## src/rtl/regfile_ctrl_pkg.sv

```systemverilog
// Shared defaults, FSM state type and constants for the register-file write-port arbiter.
package regfile_ctrl_pkg;

  localparam int DEFAULT_DATA_W = 16;
  localparam int DEFAULT_REG_AW = 4;

  // Register 0 is hard-wired; writes to it are dropped.
  localparam int unsigned REG0 = 0;

  typedef enum logic {
    NORMAL = 1'b0,
    FORCE  = 1'b1
  } arb_state_e;

endpackage

```

## src/rtl/regfile_wb_arbiter_if.sv

```systemverilog
// Bundle of writeback, memory-return, scoreboard and register-file write signals.
// master = pipeline/cache/register-file side, slave = the arbiter.
interface regfile_wb_arbiter_if
  import regfile_ctrl_pkg::*;
#(
  parameter int DATA_W = DEFAULT_DATA_W,
  parameter int REG_AW = DEFAULT_REG_AW
);

  logic              wb_valid;
  logic [REG_AW-1:0] wb_reg;
  logic [DATA_W-1:0] wb_data;

  logic              mem_valid;
  logic              mem_ready;
  logic [REG_AW-1:0] mem_reg;
  logic [DATA_W-1:0] mem_data;

  logic              ld_issue_valid;
  logic [REG_AW-1:0] ld_issue_reg;
  logic [REG_AW-1:0] rd_reg1;
  logic [REG_AW-1:0] rd_reg2;
  logic              hazard1;
  logic              hazard2;

  logic              pipe_stall;

  logic              WriteReg;
  logic [REG_AW-1:0] DstReg;
  logic [DATA_W-1:0] DstData;

  modport master (
    output wb_valid, wb_reg, wb_data,
    output mem_valid, mem_reg, mem_data,
    output ld_issue_valid, ld_issue_reg, rd_reg1, rd_reg2,
    input  mem_ready, hazard1, hazard2, pipe_stall,
    input  WriteReg, DstReg, DstData
  );

  modport slave (
    input  wb_valid, wb_reg, wb_data,
    input  mem_valid, mem_reg, mem_data,
    input  ld_issue_valid, ld_issue_reg, rd_reg1, rd_reg2,
    output mem_ready, hazard1, hazard2, pipe_stall,
    output WriteReg, DstReg, DstData
  );

endinterface

```

## src/rtl/wb_fifo.sv

```systemverilog
// Synchronous-reset circular buffer holding late load returns {reg, data}.
// DEPTH must be a power of two so the pointers wrap without extra logic.
module wb_fifo #(
  parameter int DEPTH = 2,
  parameter int WIDTH = 20
) (
  input  logic             clk,
  input  logic             rst,
  input  logic             push_i,
  input  logic [WIDTH-1:0] push_data_i,
  input  logic             pop_i,
  output logic             full_o,
  output logic             empty_o,
  output logic             last_o,
  output logic [WIDTH-1:0] head_o
);

  localparam int PTR_W = $clog2(DEPTH);
  localparam int CNT_W = PTR_W + 1;

  logic [WIDTH-1:0] mem_q [DEPTH];
  logic [PTR_W-1:0] wr_ptr_q, wr_ptr_d;
  logic [PTR_W-1:0] rd_ptr_q, rd_ptr_d;
  logic [CNT_W-1:0] count_q, count_d;

  always_comb begin
    wr_ptr_d = push_i ? wr_ptr_q + 1'b1 : wr_ptr_q;
    rd_ptr_d = pop_i  ? rd_ptr_q + 1'b1 : rd_ptr_q;
    count_d  = count_q;
    if (push_i && !pop_i) begin
      count_d = count_q + 1'b1;
    end else if (pop_i && !push_i) begin
      count_d = count_q - 1'b1;
    end
  end

  // NOTE: clocked state uses non-blocking (<=) so every register samples pre-edge values.
  always_ff @(posedge clk) begin
    if (rst) begin
      wr_ptr_q <= '0;
      rd_ptr_q <= '0;
      count_q  <= '0;
    end else begin
      wr_ptr_q <= wr_ptr_d;
      rd_ptr_q <= rd_ptr_d;
      count_q  <= count_d;
    end
  end

  // NOTE: the storage array is deliberately not reset; count gating makes stale entries unobservable.
  always_ff @(posedge clk) begin
    if (push_i) begin
      mem_q[wr_ptr_q] <= push_data_i;
    end
  end

  assign full_o  = (count_q == CNT_W'(DEPTH));
  assign empty_o = (count_q == '0);
  assign last_o  = (count_q == CNT_W'(1));
  assign head_o  = mem_q[rd_ptr_q];

endmodule

```

## src/rtl/regfile_wb_arbiter.sv

```systemverilog
// Arbitrates the register-file write port between pipeline writeback and buffered load returns,
// with starvation-forced drain. Optional per-register load scoreboard: define WB_SCOREBOARD_EN.
module regfile_wb_arbiter
  import regfile_ctrl_pkg::*;
#(
  parameter int DATA_W       = DEFAULT_DATA_W,
  parameter int REG_AW       = DEFAULT_REG_AW,
  parameter int FIFO_DEPTH   = 2,
  parameter int STARVE_LIMIT = 4
) (
  input logic                 clk,
  input logic                 rst,
  regfile_wb_arbiter_if.slave bus
);

  localparam int ENTRY_W  = REG_AW + DATA_W;
  localparam int STARVE_W = 4;

  arb_state_e          state_q, state_d;
  logic [STARVE_W-1:0] starve_q, starve_d;
  logic                write_q, write_d;
  logic [REG_AW-1:0]   dst_reg_q, dst_reg_d;
  logic [DATA_W-1:0]   dst_data_q, dst_data_d;

  logic               fifo_push, fifo_full, fifo_empty, fifo_last;
  logic [ENTRY_W-1:0] fifo_head;
  logic [REG_AW-1:0]  head_reg;
  logic [DATA_W-1:0]  head_data;
  logic               grant_wb, grant_fifo;

  assign fifo_push = bus.mem_valid && !fifo_full;
  assign {head_reg, head_data} = fifo_head;

  wb_fifo #(
    .DEPTH (FIFO_DEPTH),
    .WIDTH (ENTRY_W)
  ) u_fifo (
    .clk         (clk),
    .rst         (rst),
    .push_i      (fifo_push),
    .push_data_i ({bus.mem_reg, bus.mem_data}),
    .pop_i       (grant_fifo),
    .full_o      (fifo_full),
    .empty_o     (fifo_empty),
    .last_o      (fifo_last),
    .head_o      (fifo_head)
  );

  always_comb begin
    // NOTE: every combinational output gets a default first so no path can infer a latch.
    grant_wb   = 1'b0;
    grant_fifo = 1'b0;
    state_d    = state_q;
    starve_d   = starve_q;
    unique case (state_q)
      NORMAL: begin
        grant_wb   = bus.wb_valid;
        grant_fifo = !bus.wb_valid && !fifo_empty;
        if (fifo_empty || grant_fifo) begin
          starve_d = '0;
        end else begin
          starve_d = starve_q + 1'b1;
          if (starve_d >= STARVE_W'(STARVE_LIMIT)) begin
            state_d = FORCE;
          end
        end
      end
      FORCE: begin
        grant_fifo = !fifo_empty;
        starve_d   = '0;
        // Leave once the final entry pops with nothing arriving behind it.
        if (fifo_empty || (fifo_last && !fifo_push)) begin
          state_d = NORMAL;
        end
      end
      default: ;
    endcase

    write_d    = 1'b0;
    dst_reg_d  = dst_reg_q;
    dst_data_d = dst_data_q;
    if (grant_wb) begin
      write_d    = (bus.wb_reg != REG_AW'(REG0));
      dst_reg_d  = bus.wb_reg;
      dst_data_d = bus.wb_data;
    end else if (grant_fifo) begin
      write_d    = (head_reg != REG_AW'(REG0));
      dst_reg_d  = head_reg;
      dst_data_d = head_data;
    end
  end

  always_ff @(posedge clk) begin
    if (rst) begin
      state_q    <= NORMAL;
      starve_q   <= '0;
      write_q    <= 1'b0;
      dst_reg_q  <= '0;
      dst_data_q <= '0;
    end else begin
      state_q    <= state_d;
      starve_q   <= starve_d;
      write_q    <= write_d;
      dst_reg_q  <= dst_reg_d;
      dst_data_q <= dst_data_d;
    end
  end

  assign bus.mem_ready  = !fifo_full;
  assign bus.pipe_stall = (state_q == FORCE);
  assign bus.WriteReg   = write_q;
  assign bus.DstReg     = dst_reg_q;
  assign bus.DstData    = dst_data_q;

`ifdef WB_SCOREBOARD_EN
  localparam int NREG = 1 << REG_AW;

  logic [NREG-1:0] pending_q, pending_d;

  // A new issue is applied after the clear so it wins on the same register.
  always_comb begin
    pending_d = pending_q;
    if (grant_fifo) begin
      pending_d[head_reg] = 1'b0;
    end
    if (bus.ld_issue_valid && (bus.ld_issue_reg != REG_AW'(REG0))) begin
      pending_d[bus.ld_issue_reg] = 1'b1;
    end
  end

  always_ff @(posedge clk) begin
    if (rst) begin
      pending_q <= '0;
    end else begin
      pending_q <= pending_d;
    end
  end

  assign bus.hazard1 = pending_q[bus.rd_reg1];
  assign bus.hazard2 = pending_q[bus.rd_reg2];
`else
  logic unused_sb;
  assign unused_sb   = ^{bus.ld_issue_valid, bus.ld_issue_reg, bus.rd_reg1, bus.rd_reg2};
  assign bus.hazard1 = 1'b0;
  assign bus.hazard2 = 1'b0;
`endif

endmodule

```

## src/flat_wrapper.sv

```systemverilog
// flat-port wrapper written by rule: the top's interface ports become plain ports
module regfile_wb_arbiter_flat import regfile_ctrl_pkg::*;
#(
  parameter int DATA_W       = DEFAULT_DATA_W,
  parameter int REG_AW       = DEFAULT_REG_AW,
  parameter int FIFO_DEPTH   = 2,
  parameter int STARVE_LIMIT = 4
)
  (clk, rst, bus_wb_valid, bus_wb_reg, bus_wb_data, bus_mem_valid, bus_mem_reg, bus_mem_data, bus_ld_issue_valid, bus_ld_issue_reg, bus_rd_reg1, bus_rd_reg2, bus_mem_ready, bus_hazard1, bus_hazard2, bus_pipe_stall, bus_WriteReg, bus_DstReg, bus_DstData);
  regfile_wb_arbiter_if #(.DATA_W(DATA_W), .REG_AW(REG_AW)) bus_i ();
  input logic clk;
  input logic rst;
  input wire logic [$bits(bus_i.wb_valid)-1:0] bus_wb_valid;
  input wire logic [$bits(bus_i.wb_reg)-1:0] bus_wb_reg;
  input wire logic [$bits(bus_i.wb_data)-1:0] bus_wb_data;
  input wire logic [$bits(bus_i.mem_valid)-1:0] bus_mem_valid;
  input wire logic [$bits(bus_i.mem_reg)-1:0] bus_mem_reg;
  input wire logic [$bits(bus_i.mem_data)-1:0] bus_mem_data;
  input wire logic [$bits(bus_i.ld_issue_valid)-1:0] bus_ld_issue_valid;
  input wire logic [$bits(bus_i.ld_issue_reg)-1:0] bus_ld_issue_reg;
  input wire logic [$bits(bus_i.rd_reg1)-1:0] bus_rd_reg1;
  input wire logic [$bits(bus_i.rd_reg2)-1:0] bus_rd_reg2;
  output wire logic [$bits(bus_i.mem_ready)-1:0] bus_mem_ready;
  output wire logic [$bits(bus_i.hazard1)-1:0] bus_hazard1;
  output wire logic [$bits(bus_i.hazard2)-1:0] bus_hazard2;
  output wire logic [$bits(bus_i.pipe_stall)-1:0] bus_pipe_stall;
  output wire logic [$bits(bus_i.WriteReg)-1:0] bus_WriteReg;
  output wire logic [$bits(bus_i.DstReg)-1:0] bus_DstReg;
  output wire logic [$bits(bus_i.DstData)-1:0] bus_DstData;
  assign bus_i.wb_valid = bus_wb_valid;
  assign bus_i.wb_reg = bus_wb_reg;
  assign bus_i.wb_data = bus_wb_data;
  assign bus_i.mem_valid = bus_mem_valid;
  assign bus_i.mem_reg = bus_mem_reg;
  assign bus_i.mem_data = bus_mem_data;
  assign bus_i.ld_issue_valid = bus_ld_issue_valid;
  assign bus_i.ld_issue_reg = bus_ld_issue_reg;
  assign bus_i.rd_reg1 = bus_rd_reg1;
  assign bus_i.rd_reg2 = bus_rd_reg2;
  assign bus_mem_ready = bus_i.mem_ready;
  assign bus_hazard1 = bus_i.hazard1;
  assign bus_hazard2 = bus_i.hazard2;
  assign bus_pipe_stall = bus_i.pipe_stall;
  assign bus_WriteReg = bus_i.WriteReg;
  assign bus_DstReg = bus_i.DstReg;
  assign bus_DstData = bus_i.DstData;
  regfile_wb_arbiter #(.DATA_W(DATA_W), .REG_AW(REG_AW), .FIFO_DEPTH(FIFO_DEPTH), .STARVE_LIMIT(STARVE_LIMIT)) u_core (.clk(clk), .rst(rst), .bus(bus_i));
endmodule
```

## config.mk

```make
export PLATFORM = sky130hd
export DESIGN_NAME = regfile_wb_arbiter_flat
export DESIGN_NICKNAME = d
export VERILOG_FILES = /design/src/rtl/regfile_ctrl_pkg.sv /design/src/rtl/regfile_wb_arbiter_if.sv /design/src/rtl/wb_fifo.sv /design/src/rtl/regfile_wb_arbiter.sv /design/src/flat_wrapper.sv
export SDC_FILE = /design/constraint.sdc
export NUM_CORES = 1
export LEC_CHECK = 0
export ABC_CLOCK_PERIOD_IN_PS = 4550
export BUFFER_PORTS_ARGS = -buffer_cell sky130_fd_sc_hd__buf_4
export CORE_MARGIN = 2
export CORE_UTILIZATION = 35
export CTS_CLUSTER_DIAMETER = 150
export DETAILED_ROUTE_END_ITERATION = 8
export GPL_ROUTABILITY_DRIVEN = 0
export PLACE_DENSITY = 0.59
export SYNTH_ARGS = -nofsm -noshare
export SYNTH_HDL_FRONTEND = slang
export SYNTH_HIERARCHICAL = 1
export SYNTH_SLANG_ARGS = --single-unit
```

## constraint.sdc

```tcl
create_clock -name clk -period 4.55 [get_ports clk]
set_clock_uncertainty 0.15 [all_clocks]
set_input_delay 0.6825 -clock clk [delete_from_list [all_inputs] [get_ports clk]]
set_output_delay 0.6825 -clock clk [all_outputs]
set_load 0.01 [all_outputs]
```

==> out/summary.txt, run 1 <==
Outcome - finished clean
Cell breakdown of the critical path - inv_1 > ha_1 > nor2b_1 > nor2b_2
ANT nets after route - 0
Slew HR - 0.242
Slowest CP cell - nor2b_2
Via/cell ratio - 4.62
Synth cell types - 31
Total GRT Usage - 0.125
Register area - 0.00182 mm^2
Die area - 0.00967 mm^2
Via Count - 1812
Max cap viols - 0
Core Area - 0.00868 mm^2
Crit Path Max Fanout - 20
H-tree depth - 3
Setup Buffers After CTS - 0
First-pass GRT wire length - 9.16 mm
Die width - 98.3 um
Largest incremental delay on the critical path - 0.98 ns
Post-route cell area - 0.00378 mm^2
Final period utilization - 0.548
Syn_area_per_cell - 14.6 um^2
Worst Tran Pin Value - 1.13 ns
Leakage power total - 0.00156 uW
Pre-antenna DRT Iters - 6
Yosys reg bits - 71
Post-DP HPWL - 3.77 mm
Wire length per cell - 14.7 um
Area grow syn2layout - 21.5%
Max Slew Vio Count - 0
Clock Latency Late Sink - 0.33 ns
VDD IR max - 247 uV
Unrepaired setup endpoints after global routing - no
Req. time, crit path - 4.34 ns
TritonCTS clock tree - built
Input/output buffers - 66
Fill cells - 833
Final Hold Viols - 0
Drt total wl - 5.75 mm
Cell Rows - 34
Initial Util - 0.359
Vias in the first global route - 1806
Tmin final - 2.50 ns
Asr flop ratio synth - 0
Drt initial violations - 44
Final setup violation count - 0
Clk root buf - clkbuf_8
Clock sinks - 71
Fmax - 401 MHz
Height of the die - 98.3 um
Post-synth EDFFs - 40
Resized cells post-CTS - 0
Final core utilization - 0.436
Power Density - 487 mW/mm^2
Critical path launch point type - register
Number of CTS-inserted buffers - 9
Layout Nets - 341
Mapped cell area - 0.00311 mm^2
Layout cells sized above 1 - 0.433
Worst setup path class - reg -> reg
Sequential share of the synthesized area - 0.585
Synth Flop Type - edfxtp_1
Multi-input gate area - 0.00113 mm^2
Io pins - 82
Synth Instances - 213
Clock tree buffer depth - 2
Antenna fix cells - 0
Worst-path clk slew - 0.07 ns
Warnings from Yosys - 6
Initial antenna violation count - 0
HP Class - reg -> reg
Setup crit end kind - register
Aggregate global routing overflow - 0
Worst EP arrival - 2.29 ns
Largest net degree at the start of global routing - 45
DR DRC count - 0
Placement-stage cell area - 0.00362 mm^2
Cts hold-fix bufs - 0
Total negative slack - 0 ns
[per-stage QoR]
step           total power (uW)  worst slack (ns)  instances  hold WS, ns
2_1_floorplan              1330              2.07        214        0.291
3_5_place_dp               1450              1.87        376        0.327
4_1_cts                    1880              1.98        392        0.340
5_1_grt                    1960              1.81        392        0.353
6_report                   1840              2.05        392        0.331
3_3_place_gp               1430              1.92        376        0.308
[registers in the layout, indices dropped and copies added, names as in the netlist, named ones only]
| register | cells |
|---|---|
| u_core/u_fifo/wr_ptr_q | 1 |
| u_core/u_fifo/rd_ptr_q | 1 |
| u_core/u_fifo/mem_q | 40 |
| u_core/bus.WriteReg | 1 |
| u_core/bus.pipe_stall | 1 |
| u_core/u_fifo/count_q | 2 |
| u_core/bus.DstData | 16 |
| u_core/starve_q | 4 |
| u_core/bus.DstReg | 4 |
[placed cells by master, fill, tap and decap left out, types with 3 or more instances in the layout]
master and instances:
clkbuf_1 4, ha_1 5, nor2_1 30, mux2i_1 20, mux2_4 20, buf_4 68, inv_1 7, xor2_1 3
clkbuf_8 10, dfxtp_1 31, a211oi_2 18, edfxtp_1 40, xnor2_1 3
[worst paths after layout]
| kind | startpoint | end | slack, ns | cells after the start |
|---|---|---|---|---|
| setup reg to reg | u_core/u_fifo/count_q[0]$_SDFFE_PP0P_ | u_core/u_fifo/mem_q[0][2]$_DFFE_PP_ | 2.05 | 4 |
| hold / removal | u_core/starve_q[0]$_SDFF_PP0_ | u_core/starve_q[0]$_SDFF_PP0_ | 0.33 | 1 |
| hold reg to reg | u_core/starve_q[0]$_SDFF_PP0_ | u_core/starve_q[0]$_SDFF_PP0_ | 0.33 | 1 |
| setup / recovery | u_core/u_fifo/count_q[0]$_SDFFE_PP0P_ | u_core/u_fifo/mem_q[0][2]$_DFFE_PP_ | 2.05 | 4 |
[kinds of logic (layout without fill, tap and decap cells)]
kind of cell | count (synthesis) | count (layout) | synth area share
flops | 71 | 71 | 0.585
simple gates | 42 | 42 | 0.0631
buf+inv | 21 | 91 | 0.0554
other cells | 1 | 2 | 0.00120
fa+ha+maj | 5 | 5 | 0.0201
mux | 40 | 40 | 0.161
xor+xnor | 6 | 6 | 0.0169
compound gates | 27 | 27 | 0.0976
[per-layer routing]
layer  wire (um)  share of wire  track usage
met1        2600           0.45        0.161
met2        2770           0.48        0.193
met3         255          0.044       0.0344
met4         123          0.021       0.0632
met5           0              0            0
[power by group]
group          total (uW)  internal, uW  switching (uW)  leakage (uW)
Combinational         572           301             272      0.000847
Sequential            848           795            53.8      0.000630
Clock                 423           212             211     0.0000844
Total                1840          1310             536       0.00156
[critical path: cells and delay by family, from the launching register on]
family / cells / cell delay [ns]
flip-flops: 1 / 0.37
adder cells (fa/ha/maj): 1 / 0.21
buffers and inverters: 1 / 0.08
AND/OR/NAND/NOR: 2 / 1.30
[area by class of cell]
cell class              count  area share
flip-flops and latches     71       0.482
repair buffers             68       0.135
clock buffers              14      0.0404
multi-input cells         122       0.298
clock inverters             2     0.00265
inverters                   7     0.00695
well taps                 108      0.0357
[Yosys cell counts (2+ instances only)]
library cell | count | area [um^2]
a211oi_1 | 2 | 15.0
a211oi_2 | 18 | 225
and2_1 | 2 | 12.5
buf_2 | 2 | 10.0
buf_4 | 3 | 22.5
buf_6 | 7 | 78.8
dfxtp_1 | 31 | 621
edfxtp_1 | 40 | 1200
ha_1 | 5 | 62.6
inv_1 | 7 | 26.3
mux2_4 | 20 | 300
mux2i_1 | 20 | 200
nand2b_4 | 2 | 27.5
nand3_1 | 2 | 10.0
nor2_1 | 30 | 113
nor2b_1 | 2 | 12.5
nor3_1 | 2 | 10.0
xnor2_1 | 3 | 26.3
xor2_1 | 3 | 26.3
Power figures use the tool's default switching activity.
==> run 2, diff against run 1 <==
--- a/config.mk
+++ b/config.mk
@@ -5,14 +5,15 @@
 export SDC_FILE = /design/constraint.sdc
 export NUM_CORES = 1
 export LEC_CHECK = 0
-export ABC_CLOCK_PERIOD_IN_PS = 4550
+export ABC_AREA = 1
+export ABC_CLOCK_PERIOD_IN_PS = 2200
 export BUFFER_PORTS_ARGS = -buffer_cell sky130_fd_sc_hd__buf_4
 export CORE_MARGIN = 2
 export CORE_UTILIZATION = 35
 export CTS_CLUSTER_DIAMETER = 150
 export DETAILED_ROUTE_END_ITERATION = 8
 export GPL_ROUTABILITY_DRIVEN = 0
-export PLACE_DENSITY = 0.59
+export PLACE_DENSITY = 0.61
 export SYNTH_ARGS = -nofsm -noshare
 export SYNTH_HDL_FRONTEND = slang
 export SYNTH_HIERARCHICAL = 1
==> constraint.sdc (replaced) <==
create_clock -name clk -period 2.2 [get_ports clk]
set_clock_uncertainty 0.15 [all_clocks]
set_input_delay 0.33 -clock clk [delete_from_list [all_inputs] [get_ports clk]]
set_output_delay 0.33 -clock clk [all_outputs]
set_load 0.01 [all_outputs]
==> out/summary.txt, run 2 <==
Layout Nets - 485
Yosys top cell by area - edfxtp_1
Unrepaired setup endpoints after global routing - no
Final setup violation count - 0
Adder-cell share of the synthesized area - 0.0199
Req. time, crit path - 2.29 ns
Outcome - finished clean
Top-count cell post-synth - nand2_1
Slowest CP cell - dfxtp_1
Hold Path Sink - u_core/u_fifo/mem_q[0][12]$_DFFE_PP_
Most frequent cells in the layout - nand2_1 (82), buf_4 (75), inv_1 (65), nand3_1 (53), edfxtp_1 (40)
Pre-antenna DRT Iters - 4
Synth cell types - 25
Largest family of logic cells by synthesized area - simple AND/OR/NAND/NOR gates
Compound-Gate Fraction of Synth Area - 0.0411
Power Density - 1030 mW/mm^2
Total negative slack - 0 ns
R2R Setup Slk - 0.30 ns
Max FFs per register - 40
GR Layer Usage met3 - 0.0291
Fmax - 527 MHz
Vias in the first global route - 2337
Height of the die - 98.7 um
Io pins - 82
Total GRT Usage - 0.146
Synth Flop Type - edfxtp_1
Max cap viols - 0
Clock Latency Late Sink - 0.34 ns
Largest net degree at the start of global routing - 42
Syn_area_per_cell - 8.89 um^2
Antenna fix cells - 0
Post-synthesis mux area share - 0
CP dominant cell by count - inv_1
Simple-gate share of the synthesized area - 0.226
Clk root buf - clkbuf_8
Worst EP arrival - 1.99 ns
Global Route met1 Usage - 0.185
R2R Path End - u_core/u_fifo/count_q[1]$_SDFFE_PP0P_
Final core utilization - 0.451
Aggregate global routing overflow - 0
Post-route cell area - 0.00393 mm^2
Asr flop ratio synth - 0
Met2 Usage GRT - 0.242
Synth Instances - 353
Worst-path clk slew - 0.08 ns
Leading cell type in the layout, fill and taps excluded - nand2_1
Synth Area in XOR/XNOR - 0.00558
Clock sinks - 71
DR DRC count - 0
Reg2reg start - u_core/u_fifo/count_q[0]$_SDFFE_PP0P_
Post-synth top area share - 0.383
Largest incremental delay on the critical path - 0.37 ns
Cell breakdown of the critical path - inv_1 > ha_1 > nor2_1 > inv_1 > ha_1 > inv_1 > nand3_1 > nand2_1 > inv_1
Crit Path Max Fanout - 6
Max Slew Vio Count - 0
Core Area - 0.00872 mm^2
Hold path depth - 1
Via/cell ratio - 4.44
Initial Util - 0.360
Final Hold Viols - 0
VDD IR max - 407 uV
First-pass GRT wire length - 11.1 mm
Input/output buffers - 66
Yosys reg bits - 71
Mapped cell area - 0.00314 mm^2
Layout cells sized above 1 - 0.234
Area grow syn2layout - 25.3%
Commonest cells post-synth - nand2_1 (82), inv_1 (65), nand3_1 (53), edfxtp_1 (40), dfxtp_1 (31)
Initial antenna violation count - 0
Hold wc startpoint - bus_mem_data[12]
Worst setup path class - reg -> reg
Number of CTS-inserted buffers - 9
HP Class - in -> reg
Via Count - 2381
Cell Rows - 34
CP top delay family - adder cells
Die width - 98.7 um
Largest Register - u_core/u_fifo/mem_q
Setup Buffers After CTS - 0
Fill cells - 864
Final period utilization - 0.863
Clock tree buffer depth - 2
H-tree depth - 3
Tmin final - 1.90 ns
Critical path launch point type - register
Reg2Reg Depth - 9
TritonCTS clock tree - built
ANT nets after route - 0
Drt total wl - 6.72 mm
Buffers & Inverters on Critical Path - 4
Post-synth EDFFs - 40
Sequential share of the synthesized area - 0.581
Warnings from Yosys - 6
Setup crit end kind - register
Busiest layer in global routing - met2
Placement-stage cell area - 0.00370 mm^2
Wire length per cell - 12.5 um
Drt initial violations - 82
Post-DP HPWL - 4.63 mm
Synth area leaders - edfxtp_1 (38%), dfxtp_1 (20%), nand2_1 (9.8%)
Die area - 0.00974 mm^2
Leakage power total - 0.00191 uW
run 2: cell count changes in the layout (fill, tap and decap cells not counted), sizes merged, moves of 4 or more:
cell / previous run / this run
nor2: 30 / 22
nand3: 2 / 53
buf: 68 / 75
nand2: 1 / 87
o21ai: 0 / 22
mux2: 20 / 0
clkbuf: 14 / 10
mux2i: 20 / 0
inv: 7 / 68
a211oi: 20 / 0
run 2: logic make-up (layout without fill, tap and decap cells):
logic type               Yosys count  in the layout
flip-flops                        71             71
XOR/XNOR                           2              2
AND/OR/NAND/NOR                  164            164
other                              1              2
adder cells (fa/ha/maj)            5              5
buffers and inverters             85            159
AO/OA/AOI/OAI                     25             25
run 2: where the power goes:
group | leakage, uW | total (uW) | switching [uW] | internal [uW]
logic | 0.00117 | 1200 | 746 | 449
clock network | 0.000107 | 1140 | 495 | 647
registers | 0.000628 | 1710 | 78.9 | 1630
run 2: repair_timing:
action                    in CTS  in global routing
hold buffers                   0                  1
resized for setup              0                  0
hold endpoints to repair       0                  2
run 2: worst reg2reg max path: cells and delay by family, from the launching register on:
family	cells	cell delay (ns)
simple gates	3	0.40
fa+ha+maj	2	0.61
flops	1	0.37
buf+inv	4	0.30
run 2: final cells by class:
cell class | count | area, um^2 | share of cell area
Inverter | 67 | 251 | 0.0640
Clock inverter | 6 | 93.8 | 0.0239
Sequential cell | 71 | 1820 | 0.463
Multi-Input combinational cell | 198 | 930 | 0.236
Tap cell | 108 | 135 | 0.0344
Clock buffer | 10 | 128 | 0.0325
Timing Repair Buffer | 76 | 573 | 0.146
run 2: worst max path at each step:
stage	startpoint	to	slack [ns]	cells past startpoint
5_1_grt	u_core/u_fifo/count_q[0]$_SDFFE_PP0P_	u_core/u_fifo/count_q[1]$_SDFFE_PP0P_	0.20	9
4_1_cts	u_core/u_fifo/count_q[0]$_SDFFE_PP0P_	u_core/u_fifo/count_q[1]$_SDFFE_PP0P_	0.31	9
2_1_floorplan	u_core/u_fifo/count_q[0]$_SDFFE_PP0P_	u_core/u_fifo/mem_q[0][0]$_DFFE_PP_	0.22	7
3_3_place_gp	u_core/u_fifo/count_q[0]$_SDFFE_PP0P_	u_core/u_fifo/count_q[1]$_SDFFE_PP0P_	0.38	9
3_5_place_dp	u_core/u_fifo/count_q[0]$_SDFFE_PP0P_	u_core/u_fifo/count_q[1]$_SDFFE_PP0P_	0.33	9
6_report	u_core/u_fifo/count_q[0]$_SDFFE_PP0P_	u_core/u_fifo/count_q[1]$_SDFFE_PP0P_	0.30	9
run 2: layer usage:
layer | vias up | wire length [um]
li1 | 1244 | -
met1 | 1078 | 3100
met2 | 47 | 3230
met3 | 12 | 252
met4 | 0 | 142
met5 | - | 0
run 2: metrics by stage:
stage	hold slack (ns)	power, uW	worst slack [ns]	cells
CTS	0.00343	4110	0.312	535
global route	0.00359	4350	0.201	536
finish	0.0225	4050	0.302	536
floorplan	0.242	2540	0.223	354
global placement	0.292	2920	0.376	519
detailed placement	0.316	2960	0.326	519
==> run 3, diff against run 2 <==
--- a/config.mk
+++ b/config.mk
@@ -8,7 +8,6 @@
 export ABC_AREA = 1
 export ABC_CLOCK_PERIOD_IN_PS = 2200
 export BUFFER_PORTS_ARGS = -buffer_cell sky130_fd_sc_hd__buf_4
-export CORE_MARGIN = 2
 export CORE_UTILIZATION = 35
 export CTS_CLUSTER_DIAMETER = 150
 export DETAILED_ROUTE_END_ITERATION = 8
==> out/summary.txt, run 3 (synthesis results as in run 2) <==
Drt initial violations - 92
Cell Rows - 34
Io pins - 82
Fin cells - 539
Worst setup endpoint - u_core/u_fifo/count_q[1]$_SDFFE_PP0P_
Met3 wire length - 323 um
Final setup violation count - 0
Reg2Reg Depth - 9
Die area - 0.00935 mm^2
Worst EP arrival - 1.93 ns
WL met2 - 3.21 mm
Via/cell ratio - 4.45
Post-DP HPWL - 4.47 mm
R2R Setup Slk - 0.36 ns
VDD IR max - 443 uV
ANT nets after route - 0
Leakage power total - 0.00190 uW
Flop pwr share - 0.441
Total negative slack - 0 ns
Pre-CTS WS - 0.393 ns
H-tree depth - 3
Setup Buffers After CTS - 0
Initial Util - 0.360
WL met1 - 3.00 mm
Initial antenna violation count - 0
Unrepaired setup endpoints after global routing - no
Core Area - 0.00872 mm^2
Req. time, crit path - 2.29 ns
Clock Power Share - 0.249
Fill cells - 859
Fmax - 545 MHz
Outcome - finished clean
TritonCTS clock tree - built
Sw Ratio - 0.329
Sw power - 1280 uW
Critical path launch point type - register
Layout cells sized above 1 - 0.225
Multi-input gate area - 930 um^2
Placement-stage cell area - 0.00370 mm^2
Aggregate global routing overflow - 0
Final setup margin - 0.364 ns
Vias in the first global route - 2348
DR DRC count - 0
Clock sinks - 71
Largest net degree at the start of global routing - 42
Die width - 96.7 um
Clock tree buffer depth - 2
Area grow syn2layout - 25.0%
Clk root buf - clkbuf_8
Post-placement cell count - 519
Register area - 0.00182 mm^2
Leading cell type in the layout, fill and taps excluded - nand2_1
Antenna fix cells - 0
Power Density - 992 mW/mm^2
Final period utilization - 0.835
Max FFs per register - 40
Resized cells post-CTS - 0
Total GRT Usage - 0.150
Internal power - 2610 uW
Number of CTS-inserted buffers - 9
Most frequent cells in the layout - nand2_1 (82), buf_4 (75), inv_1 (65), nand3_1 (53), edfxtp_1 (40)
Worst setup path class - reg -> reg
Layout Nets - 488
Final Hold Viols - 0
Pre-antenna DRT Iters - 4
Crit Path Max Fanout - 5
Max Slew Vio Count - 0
Setup crit end kind - register
HP Class - in -> reg
Input/output buffers - 66
Worst setup startpoint - u_core/u_fifo/count_q[0]$_SDFFE_PP0P_
Wire length per cell - 12.2 um
Worst hold slack - 0.0205 ns
Post-route cell area - 0.00392 mm^2
Height of the die - 96.7 um
Drt total wl - 6.59 mm
R2R Path End - u_core/u_fifo/count_q[1]$_SDFFE_PP0P_
Tmin final - 1.84 ns
Clock Latency Late Sink - 0.34 ns
Logic pwr share - 0.310
Worst-path clk slew - 0.07 ns
Largest Register - u_core/u_fifo/mem_q
First-pass GRT wire length - 11.0 mm
Max cap viols - 0
Cts hold-fix bufs - 0
Reg2reg start - u_core/u_fifo/count_q[0]$_SDFFE_PP0P_
Top sig layer - met4
Via Count - 2399
[run 3: critical path, cell delays in order (launching register included)]
cell	delay, ns
dfxtp_1	0.36
inv_1	0.09
ha_1	0.26
nor2_1	0.22
inv_1	0.07
ha_1	0.33
inv_1	0.09
nand3_1	0.08
nand2_1	0.06
inv_1	0.03
[run 3: metal layers]
metal | global-route usage | up-vias
met1 | 0.191 | 1095
met3 | 0.0470 | 4
li1 | - | 1244
met2 | 0.244 | 56
met5 | 0 | -
met4 | 0.0482 | 0
[run 3: stage by stage]
step	total power [uW]	utilization
after global routing	4180	0.450
after global placement	2910	0.424
after CTS	3930	0.445
final	3890	0.450
after floorplan	2540	-
after detailed placement	2950	0.424
[run 3: final cells by class]
| cell class | count | area share |
|---|---|---|
| flip-flops and latches | 71 | 0.464 |
| multi-input cells | 198 | 0.237 |
| repair buffers | 79 | 0.154 |
| inverters | 67 | 0.0641 |
| clock buffers | 12 | 0.0344 |
| well taps | 108 | 0.0344 |
| clock inverters | 4 | 0.0118 |
[run 3: power groups by stage]
stage          combinational [uW]  sequential [uW]  clock (uW)
2_1_floorplan                 772             1770           0
5_1_grt                      1380             1740        1060
4_1_cts                      1210             1720        1010
3_5_place_dp                 1200             1750           0
6_report                     1210             1720         969
3_3_place_gp                 1170             1740           0
[run 3: how the worst min path moves through the flow]
stage	from	endpoint	slack (ns)	cells past startpoint
6_report	bus_mem_data[12]	u_core/u_fifo/mem_q[0][12]$_DFFE_PP_	0.02	1
5_1_grt	bus_mem_data[12]	u_core/u_fifo/mem_q[0][12]$_DFFE_PP_	0.0007	1
4_1_cts	bus_mem_reg[1]	u_core/u_fifo/mem_q[0][17]$_DFFE_PP_	0.003	1
3_5_place_dp	u_core/starve_q[0]$_SDFF_PP0_	u_core/starve_q[0]$_SDFF_PP0_	0.30	1
3_3_place_gp	u_core/starve_q[0]$_SDFF_PP0_	u_core/starve_q[0]$_SDFF_PP0_	0.29	1
2_1_floorplan	rst	u_core/bus.WriteReg$_SDFF_PP0_	0.24	1
